<file path="config.mk">
export PLATFORM = sky130hd
export DESIGN_NAME = cnn_fifo_delay_param
export DESIGN_NICKNAME = d
export VERILOG_FILES = /design/src/rtl/cnn_fifo_delay_param_pkg.sv /design/src/rtl/cnn_fifo_param_ctrl.sv /design/src/rtl/cnn_fifo_delay_param.sv
export SDC_FILE = /design/constraint.sdc
export NUM_CORES = 1
export LEC_CHECK = 0
export CORE_MARGIN = 1
export CORE_UTILIZATION = 40
export CTS_CLUSTER_DIAMETER = 50
export DETAILED_ROUTE_END_ITERATION = 10
export GPL_TIMING_DRIVEN = 0
export RECOVER_POWER = 100
export SLEW_MARGIN = 30
export SYNTH_ARGS = -nofsm -noshare
export SYNTH_HDL_FRONTEND = slang
export SYNTH_SLANG_ARGS = --single-unit
</file>
<file path="constraint.sdc">
create_clock -name clk -period 3.55 [get_ports clk]
set_input_delay 0.5325 -clock clk [delete_from_list [all_inputs] [get_ports clk]]
set_output_delay 0.5325 -clock clk [all_outputs]
set_load 0.005 [all_outputs]
</file>
<file path="src/rtl/cnn_fifo_delay_param_pkg.sv">
// ============================================================================
// Module  : cnn_fifo_delay_param_pkg
// Brief   : Shared mode constants, flag bundle and flag helper for the FIFO.
// Rev     : 1.0  initial release
// ============================================================================
`default_nettype none

package cnn_fifo_delay_param_pkg;

  localparam int FIFO_MODE_REG  = 0;
  localparam int FIFO_MODE_FWFT = 1;

  typedef struct packed {
    logic full;
    logic empty;
    logic almost_full;
    logic almost_empty;
  } fifo_flags_t;

  localparam fifo_flags_t C_FLAGS_RESET = '{full: 1'b0, empty: 1'b1,
                                            almost_full: 1'b0, almost_empty: 1'b1};

  // An AF level above the depth can never be reached, so almost_full stays low.
  function automatic fifo_flags_t flags_from_count(input int cnt, input int depth,
                                                   input int af, input int ae);
    fifo_flags_t f;
    f.full         = (cnt == depth);
    f.empty        = (cnt == 0);
    f.almost_full  = (cnt >= af);
    f.almost_empty = (cnt <= ae);
    return f;
  endfunction

endpackage

`default_nettype wire

</file>
<file path="src/rtl/cnn_fifo_param_ctrl.sv">
// ============================================================================
// Module  : cnn_fifo_param_ctrl
// Brief   : Pointer, occupancy, status-flag and sticky-error control for the FIFO.
// Rev     : 1.0  initial release
// ============================================================================
`default_nettype none

module cnn_fifo_param_ctrl
  import cnn_fifo_delay_param_pkg::*;
#(
  parameter int DATA_DEPTH    = 13,
  parameter int POINTER_WIDTH = 4,
  parameter int COUNT_WIDTH   = 5,
  parameter int AF_LEVEL      = 11,
  parameter int AE_LEVEL      = 2
) (
  input  logic                     clk,
  input  logic                     reset,
  input  logic                     clear,
  input  logic                     write,
  input  logic                     read,
  output logic                     wr_en,
  output logic                     rd_en,
  output logic [POINTER_WIDTH-1:0] wr_ptr,
  output logic [POINTER_WIDTH-1:0] rd_ptr,
  output logic [COUNT_WIDTH-1:0]   count,
  output logic                     full,
  output logic                     empty,
  output logic                     almost_full,
  output logic                     almost_empty,
  output logic                     overflow,
  output logic                     underflow
);

  logic [POINTER_WIDTH-1:0] wr_ptr_q, wr_ptr_d, rd_ptr_q, rd_ptr_d;
  logic [COUNT_WIDTH-1:0]   count_q, count_d;
  fifo_flags_t              flags_q, flags_d;
  logic                     overflow_q, overflow_d, underflow_q, underflow_d;

  // Explicit compare-and-zero wrap so non-power-of-two depths work.
  function automatic logic [POINTER_WIDTH-1:0] ptr_inc(input logic [POINTER_WIDTH-1:0] p);
    return (p == POINTER_WIDTH'(DATA_DEPTH - 1)) ? '0 : p + POINTER_WIDTH'(1);
  endfunction

  always_comb begin
    wr_en       = write & ~flags_q.full & ~clear;
    rd_en       = read & ~flags_q.empty & ~clear;
    wr_ptr_d    = wr_ptr_q;
    rd_ptr_d    = rd_ptr_q;
    count_d     = count_q;
    overflow_d  = overflow_q | (write & flags_q.full);
    underflow_d = underflow_q | (read & flags_q.empty);
    if (clear) begin
      wr_ptr_d    = '0;
      rd_ptr_d    = '0;
      count_d     = '0;
      overflow_d  = 1'b0;
      underflow_d = 1'b0;
    end else begin
      if (wr_en) wr_ptr_d = ptr_inc(wr_ptr_q);
      if (rd_en) rd_ptr_d = ptr_inc(rd_ptr_q);
      if (wr_en && !rd_en)      count_d = count_q + COUNT_WIDTH'(1);
      else if (rd_en && !wr_en) count_d = count_q - COUNT_WIDTH'(1);
    end
    flags_d = flags_from_count(32'(count_d), DATA_DEPTH, AF_LEVEL, AE_LEVEL);
  end

  always_ff @(posedge clk or negedge reset) begin
    if (!reset) begin
      wr_ptr_q    <= '0;
      rd_ptr_q    <= '0;
      count_q     <= '0;
      flags_q     <= C_FLAGS_RESET;
      overflow_q  <= 1'b0;
      underflow_q <= 1'b0;
    end else begin
      wr_ptr_q    <= wr_ptr_d;
      rd_ptr_q    <= rd_ptr_d;
      count_q     <= count_d;
      flags_q     <= flags_d;
      overflow_q  <= overflow_d;
      underflow_q <= underflow_d;
    end
  end

  assign wr_ptr       = wr_ptr_q;
  assign rd_ptr       = rd_ptr_q;
  assign count        = count_q;
  assign full         = flags_q.full;
  assign empty        = flags_q.empty;
  assign almost_full  = flags_q.almost_full;
  assign almost_empty = flags_q.almost_empty;
  assign overflow     = overflow_q;
  assign underflow    = underflow_q;

endmodule

`default_nettype wire

</file>
<file path="src/rtl/cnn_fifo_delay_param.sv">
// ============================================================================
// Module  : cnn_fifo_delay_param
// Brief   : Parametrised delay FIFO with registered-read or FWFT output mode.
// Rev     : 1.0  initial release
// ============================================================================
`default_nettype none

module cnn_fifo_delay_param
  import cnn_fifo_delay_param_pkg::*;
#(
  parameter int DATA_WIDTH    = 32,
  parameter int DATA_DEPTH    = 13,
  parameter int POINTER_WIDTH = 4,
  parameter int COUNT_WIDTH   = 5,
  parameter int AF_LEVEL      = 11,
  parameter int AE_LEVEL      = 2,
  parameter int FWFT          = 0
) (
  input  logic                   clk,
  input  logic                   reset,
  input  logic                   clear,
  input  logic                   write,
  input  logic                   read,
  input  logic [DATA_WIDTH-1:0]  data_in,
  output logic [DATA_WIDTH-1:0]  data_out,
  output logic                   valid_out,
  output logic                   full,
  output logic                   empty,
  output logic                   almost_full,
  output logic                   almost_empty,
  output logic [COUNT_WIDTH-1:0] count,
  output logic                   overflow,
  output logic                   underflow
);

  logic                     wr_en, rd_en;
  logic [POINTER_WIDTH-1:0] wr_ptr, rd_ptr;
  logic [DATA_WIDTH-1:0]    mem_q [DATA_DEPTH];

  cnn_fifo_param_ctrl #(
    .DATA_DEPTH   (DATA_DEPTH),
    .POINTER_WIDTH(POINTER_WIDTH),
    .COUNT_WIDTH  (COUNT_WIDTH),
    .AF_LEVEL     (AF_LEVEL),
    .AE_LEVEL     (AE_LEVEL)
  ) u_ctrl (
    .clk         (clk),
    .reset       (reset),
    .clear       (clear),
    .write       (write),
    .read        (read),
    .wr_en       (wr_en),
    .rd_en       (rd_en),
    .wr_ptr      (wr_ptr),
    .rd_ptr      (rd_ptr),
    .count       (count),
    .full        (full),
    .empty       (empty),
    .almost_full (almost_full),
    .almost_empty(almost_empty),
    .overflow    (overflow),
    .underflow   (underflow)
  );

  // Storage is deliberately not reset.
  always_ff @(posedge clk) begin
    if (wr_en) mem_q[wr_ptr] <= data_in;
  end

  if (FWFT == FIFO_MODE_REG) begin : g_reg
    logic [DATA_WIDTH-1:0] data_out_q, data_out_d;
    logic                  valid_out_q, valid_out_d;

    always_comb begin
      data_out_d  = data_out_q;
      valid_out_d = 1'b0;
      if (rd_en) begin
        data_out_d  = mem_q[rd_ptr];
        valid_out_d = 1'b1;
      end
    end

    always_ff @(posedge clk or negedge reset) begin
      if (!reset) begin
        data_out_q  <= '0;
        valid_out_q <= 1'b0;
      end else begin
        data_out_q  <= data_out_d;
        valid_out_q <= valid_out_d;
      end
    end

    assign data_out  = data_out_q;
    assign valid_out = valid_out_q;
  end else begin : g_fwft
    // Head word is shown only while occupied, so reset/empty present zero.
    assign data_out  = empty ? '0 : mem_q[rd_ptr];
    assign valid_out = 1'b0;
  end

endmodule

`default_nettype wire

</file>
==> results.txt, run 1 <==
CP Data Arrival Time -> 3.21 ns
Clock Path Buffers -> 3
die height -> 215 um
Worst Path Required -> 3.76 ns
Post-Syn Area -> 18100 um^2
clock tree from TritonCTS -> yes
most common cell after layout, fill and taps aside -> edfxtp_1
Cell Int Power -> 9.99 mW
I/O pin cnt -> 81
fmax -> 334 MHz
Die Footprint -> 46200 um^2
Switching Share -> 23.4%
GPL Wtd Cong -> 0.786
status -> complete, no violations
die width -> 215 um
Final Max Tran Viols -> 0
Worst IR Drop VDD -> 302 uV
Switch Pwr -> 3.05 mW
GR Util met2 -> 28.6%
DR pass1 iterations -> 5
fin worst setup slack -> 0.553 ns
Detailed Route Iter0 Violations -> 806
Post-Synthesis Cells -> 943
RSZ-0062 raised after global routing -> false
crit path kind -> reg -> reg
DP Wirelength -> 23.4 mm
worst-margin pin slew -> 1.33 ns
post-route minimum period -> 3.00 ns
global routing usage on met1 -> 24.4%
endpoints failing setup -> 0
filler instances -> 3688
Final #Nets -> 1126
Post-CTS Setup Repair Bufs -> 0
mean post-synth cell area -> 19.2 um^2
clk_lat worst skew -> 0.56 ns
first-pass GRT wire length -> 59.9 mm
gr usage total -> 17.5%
asr flop ratio synth -> 11.1%
Congestion Overflow GR -> 0
IO Port Bufs -> 80
TritonCTS buffer count -> 49
post-route ant nets -> 0
Final Hold Viols -> 0
Max-cap violations -> 0
Starting Density -> 40.8%
Final period util -> 84.4%
Cell variety after synth -> 41
Row Count -> 77
root buf cell -> clkbuf_16
pre-CTS setup slack -> 0.220 ns
Post-Place Cell Area -> 19800 um^2
busiest layer in global routing -> met2
Seq/Total Area, Yosys -> 76.1%
WL/cell -> 23.2 um
FF+latch count, synth -> 468
antenna cells -> 0
Layout Skew -> 0.0175 ns
DRC -> 0
largest net degree at the start of global routing -> 40
register share of total power -> 49.0%
pwr dens -> 613 nW/um^2
crit-path cells -> inv_1, ha_1, nand2_1, nor3_1, clkbuf_1, clkbuf_2
vias in the first global route -> 9572
Finished Core Util -> 47.9%
Worst setup SP type -> flip-flop
final instance area -> 21300 um^2
Comb power frac -> 13.3%
Area Overhead vs Synth -> 17.4%
Total Routed Length -> 39.8 mm
# resized after CTS -> 0
antenna violations before repair -> 3
critical path's largest stage delay -> 0.76 ns
commonest cells after routing, fill and taps aside -> edfxtp_1 (416), mux4_2 (96), dlygate4sd3_1 (78)
top cell type's share of synthesized area -> 68.9%
H-tree depth -> 2
number of flops mapped to enable cells by yosys -> 416
Core Footprint -> 44400 um^2
r2r setup slk -> 0.55 ns
hold_ws -> 0.467 ns
clock-pin slew on the worst setup and hold paths -> 0.06 ns
main area contributors after synthesis -> edfxtp_1 (69%), mux4_2 (12%), dfrtp_1 (6.9%), mux2i_1 (1.8%), nand2_1 (1.6%)
Synth area leader -> edfxtp_1
hold_buf cts -> 1
via count -> 9087
total of warnings raised by yosys -> 0
headroom to the max-slew limit -> 10.8%
clock power share -> 37.7%
met3 Track Usage GR -> 2.94%
vias per cell -> 5.31
Setup crit end kind -> flip-flop
Pleak -> 6.96 nW
CP max stage cell -> nor3_1
Sink Count -> 468
crit path max fanout -> 11
net count after synthesis -> 988
Worst Hold Class -> reg -> reg
layout cells sized above 1 -> 19.6%
prevailing post-synth register cell -> edfxtp_1
==> Yosys cell counts, drive strengths merged (2+ instances only) <==
cell type  number
nor4            2
ha              8
and2b           2
clkbuf         22
or4             2
edfxtp        416
and3            4
mux4           96
a21oi          29
dfstp           2
dfrtp          50
o21ai          56
nor2           51
buf            28
mux2           19
nand2b          4
nand3           2
mux2i          33
nand2          76
nor3           11
inv             8
and2            7
a311oi          3
==> cell families (layout without fill, tap and decap cells) <==
| group | Yosys count | count (layout) | synth area share, % |
|---|---|---|---|
| AO/OA/AOI/OAI | 94 | 94 | 2.75 |
| XOR/XNOR | 1 | 1 | 0.0483 |
| adder cells (fa/ha/maj) | 8 | 8 | 0.552 |
| buffers and inverters | 58 | 235 | 1.51 |
| flip-flops | 468 | 468 | 76.1 |
| multiplexers | 148 | 148 | 14.9 |
| AND/OR/NAND/NOR | 166 | 166 | 4.07 |
==> stage by stage <==
| step | TNS [ns] | instances | total power [mW] |
|---|---|---|---|
| 2_1_floorplan | 0 | 943 | 7.53 |
| 3_3_place_gp | -196.43 | 1615 | 8.36 |
| 3_5_place_dp | 0 | 1621 | 8.40 |
| 4_1_cts | 0 | 1712 | 13.3 |
| 5_1_grt | 0 | 1712 | 13.6 |
| 6_report | 0 | 1712 | 13.0 |
==> power by group through the flow <==
stage	clock network, mW	registers, mW	logic (mW)
final	4.91	6.39	1.74
after global routing	5.21	6.42	1.92
after CTS	5.01	6.41	1.89
after detailed placement	0	6.52	1.88
after global placement	0	6.51	1.85
after floorplan	0	6.50	1.02
==> critical path: cells and delay by family (launching register included) <==
| kind | cells | cell delay (ns) |
|---|---|---|
| and+or+nand+nor | 2 | 0.85 |
| DFF | 1 | 0.44 |
| adders and majority gates | 1 | 0.30 |
| buffers and inverters | 3 | 1.03 |
==> per-layer routing <==
layer	routed length (um)	up-vias	part of all wire [%]
met4	736	2	1.8
met2	19300	261	48
met1	17700	4727	44
met3	2130	64	5.4
li1	-	4033	-
met5	13	-	0.033
==> sequential cells by signal, indices dropped and copies added, names as in the netlist <==
name,cells
mem_q,416
data_out,32
u_ctrl.almost_full,1
u_ctrl.rd_ptr,4
u_ctrl.count,5
u_ctrl.overflow,1
u_ctrl.almost_empty,1
u_ctrl.underflow,1
valid_out,1
u_ctrl.empty,1
u_ctrl.full,1
u_ctrl.wr_ptr,4
==> path summary, 6_finish.rpt <==
kind | startpoint | end | depth (start not counted)
max in group asynchronous | reset | data_out[11]$_DFFE_PN0P_ | 3
min in group asynchronous | reset | data_out[30]$_DFFE_PN0P_ | 2
min reg2reg | data_out[17]$_DFFE_PN0P_ | data_out[17]$_DFFE_PN0P_ | 2
min | data_out[17]$_DFFE_PN0P_ | data_out[17]$_DFFE_PN0P_ | 2
max reg2reg | u_ctrl.wr_ptr[0]$_DFFE_PN0P_ | mem_q[12][10]$_DFFE_PP_ | 6
max | u_ctrl.wr_ptr[0]$_DFFE_PN0P_ | mem_q[12][10]$_DFFE_PP_ | 6
==> layout make-up <==
class	count	area, um^2	share of cell area [%]
clock buffer	72	1390	6.51
tap	592	741	3.48
sequential	468	13800	64.9
clock inverter	18	161	0.759
buffer	50	241	1.14
inverter	8	30.0	0.141
timing repair buffer	87	865	4.07
multi-input combinational	417	4050	19.0
(Power assumes the default switching activity.)
==> run 2, diff against run 1 <==
==> constraint.sdc (replaced) <==
create_clock -name clk -period 2.4 [get_ports clk]
set_input_delay 0.36 -clock clk [delete_from_list [all_inputs] [get_ports clk]]
set_output_delay 0.36 -clock clk [all_outputs]
set_load 0.005 [all_outputs]
==> run 2 against run 1 <==
Flip-flop and latch count unchanged. Clock skew up 0.0048 ns. Clock power up 53%. Design area up 1.8%. Non-clock buffer count up 7.
==> results.txt, run 2 (synthesized netlist as in run 1, its figures left out) <==
pwr dens -> 906 nW/um^2
worst-margin pin slew -> 1.04 ns
root buf cell -> clkbuf_16
Worst IR Drop VDD -> 481 uV
Finished Core Util -> 48.8%
crit path max fanout -> 16
antenna violations before repair -> 2
I/O pin cnt -> 81
crit path kind -> in -> reg
gr usage total -> 17.8%
clk_lat worst skew -> 0.57 ns
fin worst setup slack -> 0.0438 ns
most common cell after layout, fill and taps aside -> edfxtp_1
Clock Path Buffers -> 3
headroom to the max-slew limit -> 30.4%
clock tree from TritonCTS -> yes
IO Port Bufs -> 80
die width -> 215 um
WL/cell -> 24.3 um
Starting Density -> 40.8%
Worst setup SP type -> input port
Final Max Tran Viols -> 0
critical path's largest stage delay -> 0.75 ns
endpoints failing setup -> 0
layout cells sized above 1 -> 23.0%
Sink Count -> 468
vias per cell -> 5.36
Final #Nets -> 1138
worst path bufs/invs -> 2
Setup crit end kind -> flip-flop
clock-pin slew on the worst setup and hold paths -> 0.06 ns
DP Wirelength -> 24.7 mm
commonest cells after routing, fill and taps aside -> edfxtp_1 (416), mux4_2 (96), dlygate4sd3_1 (77)
Area Overhead vs Synth -> 19.5%
DRC -> 0
number of cells after detailed placement -> 1627
antenna cells -> 0
pre-CTS setup slack -> -0.662 ns
Core Footprint -> 44400 um^2
GPL Wtd Cong -> 0.791
Switch Pwr -> 4.65 mW
total power -> 19.6 mW
die height -> 215 um
register with the most flip-flops -> mem_q
Max-cap violations -> 0
CP Data Arrival Time -> 2.55 ns
Layout Skew -> 0.0222 ns
post-route minimum period -> 2.36 ns
Largest register FFs -> 416
first-pass GRT wire length -> 60.4 mm
TritonCTS buffer count -> 49
crit-path cells -> clkdlybuf4s50_1, clkbuf_1, nor3_2, and3_2
Worst Path Required -> 2.59 ns
H-tree depth -> 2
hold_ws -> 0.463 ns
register share of total power -> 48.3%
CP max stage cell -> and3_2
largest net degree at the start of global routing -> 40
Comb power frac -> 13.5%
Final period util -> 98.2%
Pleak -> 7.15 nW
Total Routed Length -> 42.0 mm
status -> complete, no violations
Final Hold Viols -> 0
Detailed Route Iter0 Violations -> 939
Top Family by Delay on Critical Path -> simple AND/OR/NAND/NOR gates
non-filler cells in the finished layout -> 1726
post-route ant nets -> 0
Cell Int Power -> 15.0 mW
Row Count -> 77
Die Footprint -> 46200 um^2
via count -> 9252
vias in the first global route -> 9383
clock power share -> 38.3%
fmax -> 424 MHz
Congestion Overflow GR -> 0
DR pass1 iterations -> 5
Switching Share -> 23.7%
Worst Hold Class -> in -> reg
==> run 2: stage by stage <==
stage          TNS [ns]  cell area [um^2]
2_1_floorplan         0             18100
6_report              0             21700
5_1_grt        -0.00518             21700
4_1_cts               0             21600
3_3_place_gp    -635.92             19700
3_5_place_dp    -132.64             20000
==> run 2: worst paths after layout <==
check | start | cells past startpoint | slack, ns | endpoint
hold / removal | read | 3 | 0.46 | u_ctrl.underflow$_DFF_PN0_
hold reg to reg | data_out[18]$_DFFE_PN0P_ | 2 | 0.46 | data_out[18]$_DFFE_PN0P_
min in group asynchronous | reset | 2 | 0.50 | data_out[30]$_DFFE_PN0P_
setup reg to reg | u_ctrl.full$_DFF_PN0_ | 4 | 0.06 | mem_q[8][25]$_DFFE_PP_
setup / recovery | clear | 4 | 0.04 | mem_q[8][25]$_DFFE_PP_
max in group asynchronous | reset | 3 | 1.08 | u_ctrl.almost_empty$_DFF_PN1_
==> run 2: layer usage <==
layer | vias up | GRT usage [%] | wire (um)
met5 | - | 0 | 13
met4 | 2 | 4.69 | 755
met3 | 53 | 2.86 | 2400
met2 | 293 | 28.6 | 20200
li1 | 4048 | - | -
met1 | 4856 | 25.4 | 18700
==> run 2: power by group through the flow <==
stage	logic (mW)	clock network [mW]	registers, mW
after floorplan	1.51	0	9.62
after global placement	2.75	0	9.64
after detailed placement	2.80	0	9.65
after CTS	2.80	7.64	9.48
after global routing	2.90	7.92	9.51
final	2.64	7.51	9.47
==> run 2: area by class of cell <==
class	instances	area, um^2
fill	3632	22800
sequential	468	13800
multi-input combinational	422	4150
clock buffer	65	1380
timing repair buffer	94	1060
tap	592	741
buffer	50	270
clock inverter	27	235
inverter	8	30.0
==> run 2: worst min-delay path, cell delays in order <==
cell	delay (ns)
clkdlybuf4s50_1	0.43
a21oi_1	0.15
nor2_1	0.04
==> run 2: timing repair <==
| item | CTS | global route |
|---|---|---|
| pin swaps | 1 | 3 |
| setup buffers | 1 | 0 |
| cloned | 0 | 5 |
| resized for setup | 6 | 19 |
| hold buffers | 1 | 0 |
| hold endpoints to repair | 50 | 0 |
| setup endpoints to repair | 46 | 183 |
==> run 3, diff against run 2 <==
==> constraint.sdc (replaced) <==
create_clock -name clk -period 2.05 [get_ports clk]
set_input_delay 0.3075 -clock clk [delete_from_list [all_inputs] [get_ports clk]]
set_output_delay 0.3075 -clock clk [all_outputs]
set_load 0.005 [all_outputs]
==> run 3 against run 2 <==
Highest routed layer unchanged. Combinational power rose by 22%. First-iteration DRC count fell by 11%. Total power rose by 18%. Sequential power rose by 17%. Hold slack got worse by 0.10 ns. Wire length rose by 0.35%.
==> results.txt, run 3 (synthesized netlist as in run 1, its figures left out) <==
Congestion Overflow GR -> 0
final instance area -> 22100 um^2
Starting Density -> 40.8%
Area Overhead vs Synth -> 21.8%
first-pass GRT wire length -> 63.8 mm
DR pass1 iterations -> 5
Final Hold Viols -> 0
post-route minimum period -> 2.03 ns
status -> complete, no violations
endpoints failing setup -> 0
vias per cell -> 5.34
gr usage total -> 18.7%
fin worst setup slack -> 0.0205 ns
GPL Wtd Cong -> 0.790
RSZ-0062 raised after global routing -> true
antenna violations before repair -> 1
layout cells sized above 1 -> 25.4%
H-tree depth -> 2
IO Port Bufs -> 80
largest net degree at the start of global routing -> 41
worst-margin pin slew -> 0.851 ns
Final #Nets -> 1154
Layout Skew -> 0.0102 ns
via count -> 9297
Row Count -> 77
TritonCTS buffer count -> 49
Core Footprint -> 44400 um^2
die width -> 215 um
Final Max Tran Viols -> 0
DP Wirelength -> 23.4 mm
Final period util -> 99.0%
Detailed Route Iter0 Violations -> 840
Setup crit end kind -> flip-flop
Sink Count -> 468
crit path kind -> reg -> reg
pre-CTS setup slack -> -0.935 ns
Fin Setup TNS -> 0 ns
DRC -> 0
Worst setup SP type -> flip-flop
clock-pin slew on the worst setup and hold paths -> 0.06 ns
headroom to the max-slew limit -> 43.3%
Worst Hold Class -> in -> async
commonest cells after routing, fill and taps aside -> edfxtp_1 (416), mux4_2 (96), dlygate4sd3_1 (77)
I/O pin cnt -> 81
Clock Path Buffers -> 3
root buf cell -> clkbuf_16
Die Footprint -> 46200 um^2
antenna cells -> 0
Post-Place Cell Area -> 19800 um^2
CP Data Arrival Time -> 2.30 ns
register with the most flip-flops -> mem_q
Max-cap violations -> 0
WL/cell -> 24.2 um
post-route ant nets -> 0
clock tree from TritonCTS -> yes
Pleak -> 7.31 nW
Worst IR Drop VDD -> 518 uV
fmax -> 493 MHz
vias in the first global route -> 9767
Total Routed Length -> 42.2 mm
clk_lat worst skew -> 0.57 ns
pwr dens -> 1050 nW/um^2
Largest register FFs -> 416
crit path max fanout -> 11
Worst Path Required -> 2.32 ns
most common cell after layout, fill and taps aside -> edfxtp_1
die height -> 215 um
[run 3: final timing paths]
path / slack [ns] / to / startpoint / cells past startpoint
max: 0.02 / mem_q[7][6]$_DFFE_PP_ / u_ctrl.full$_DFF_PN0_ / 6
max reg2reg: 0.02 / mem_q[7][6]$_DFFE_PP_ / u_ctrl.full$_DFF_PN0_ / 6
max in group asynchronous: 0.39 / u_ctrl.rd_ptr[1]$_DFFE_PN0P_ / reset / 3
min reg2reg: 0.47 / data_out[22]$_DFFE_PN0P_ / data_out[22]$_DFFE_PN0P_ / 2
min in group clk: 0.42 / u_ctrl.overflow$_DFF_PN0_ / write / 3
min: 0.36 / data_out[30]$_DFFE_PN0P_ / reset / 2
[run 3: where the power goes]
part / total (mW) / switching, mW / internal, mW
logic: 3.22 / 1.54 / 1.69
clock network: 8.86 / 3.61 / 5.25
registers: 11.1 / 0.261 / 10.8
[run 3: metal layers]
layer | track usage (%) | routed length [um] | share of wire [%] | vias up
met5 | 0 | 13 | 0.031 | -
met4 | 4.19 | 725 | 1.7 | 2
met3 | 3.67 | 2640 | 6.3 | 62
met2 | 30.3 | 20200 | 48 | 289
met1 | 26.4 | 18500 | 44 | 4847
li1 | - | - | - | 4097
[run 3: area by class of cell]
class	instances	area (um^2)
Clock buffer	67	1390
Tap cell	592	741
Inverter	8	30.0
Clock inverter	24	234
Buffer	48	419
Fill cell	3575	22400
Multi-Input combinational cell	425	4240
Sequential cell	468	13800
Timing Repair Buffer	109	1220
[run 3: repair_timing]
action / 4_1_cts / 5_1_grt
gates cloned: 8 / 0
gates resized for setup: 66 / 34
setup buffers: 15 / 7
endpoints found under the setup margin: 442 / 256
pin swaps: 10 / 2
hold endpoints to repair: 50 / 0
hold buffers: 1 / 0
[run 3: critical path, stage by stage, from the launching register on]
cell and delay [ns]:
dfrtp_1 0.41, and2b_1 0.36, nand2_1 0.23, nor3_4 0.23, buf_12 0.16, and2_4 0.17, buf_12 0.15
[run 3: metrics by stage]
stage	util, %	cells	power (mW)	hold WS [ns]
after floorplan	-	943	13.0	0.0119
after global placement	44.3	1615	14.5	0.460
after detailed placement	44.7	1621	14.5	0.192
after CTS	49.4	1734	23.5	0.151
after global routing	49.7	1741	24.0	0.468
final	49.7	1741	23.2	0.361
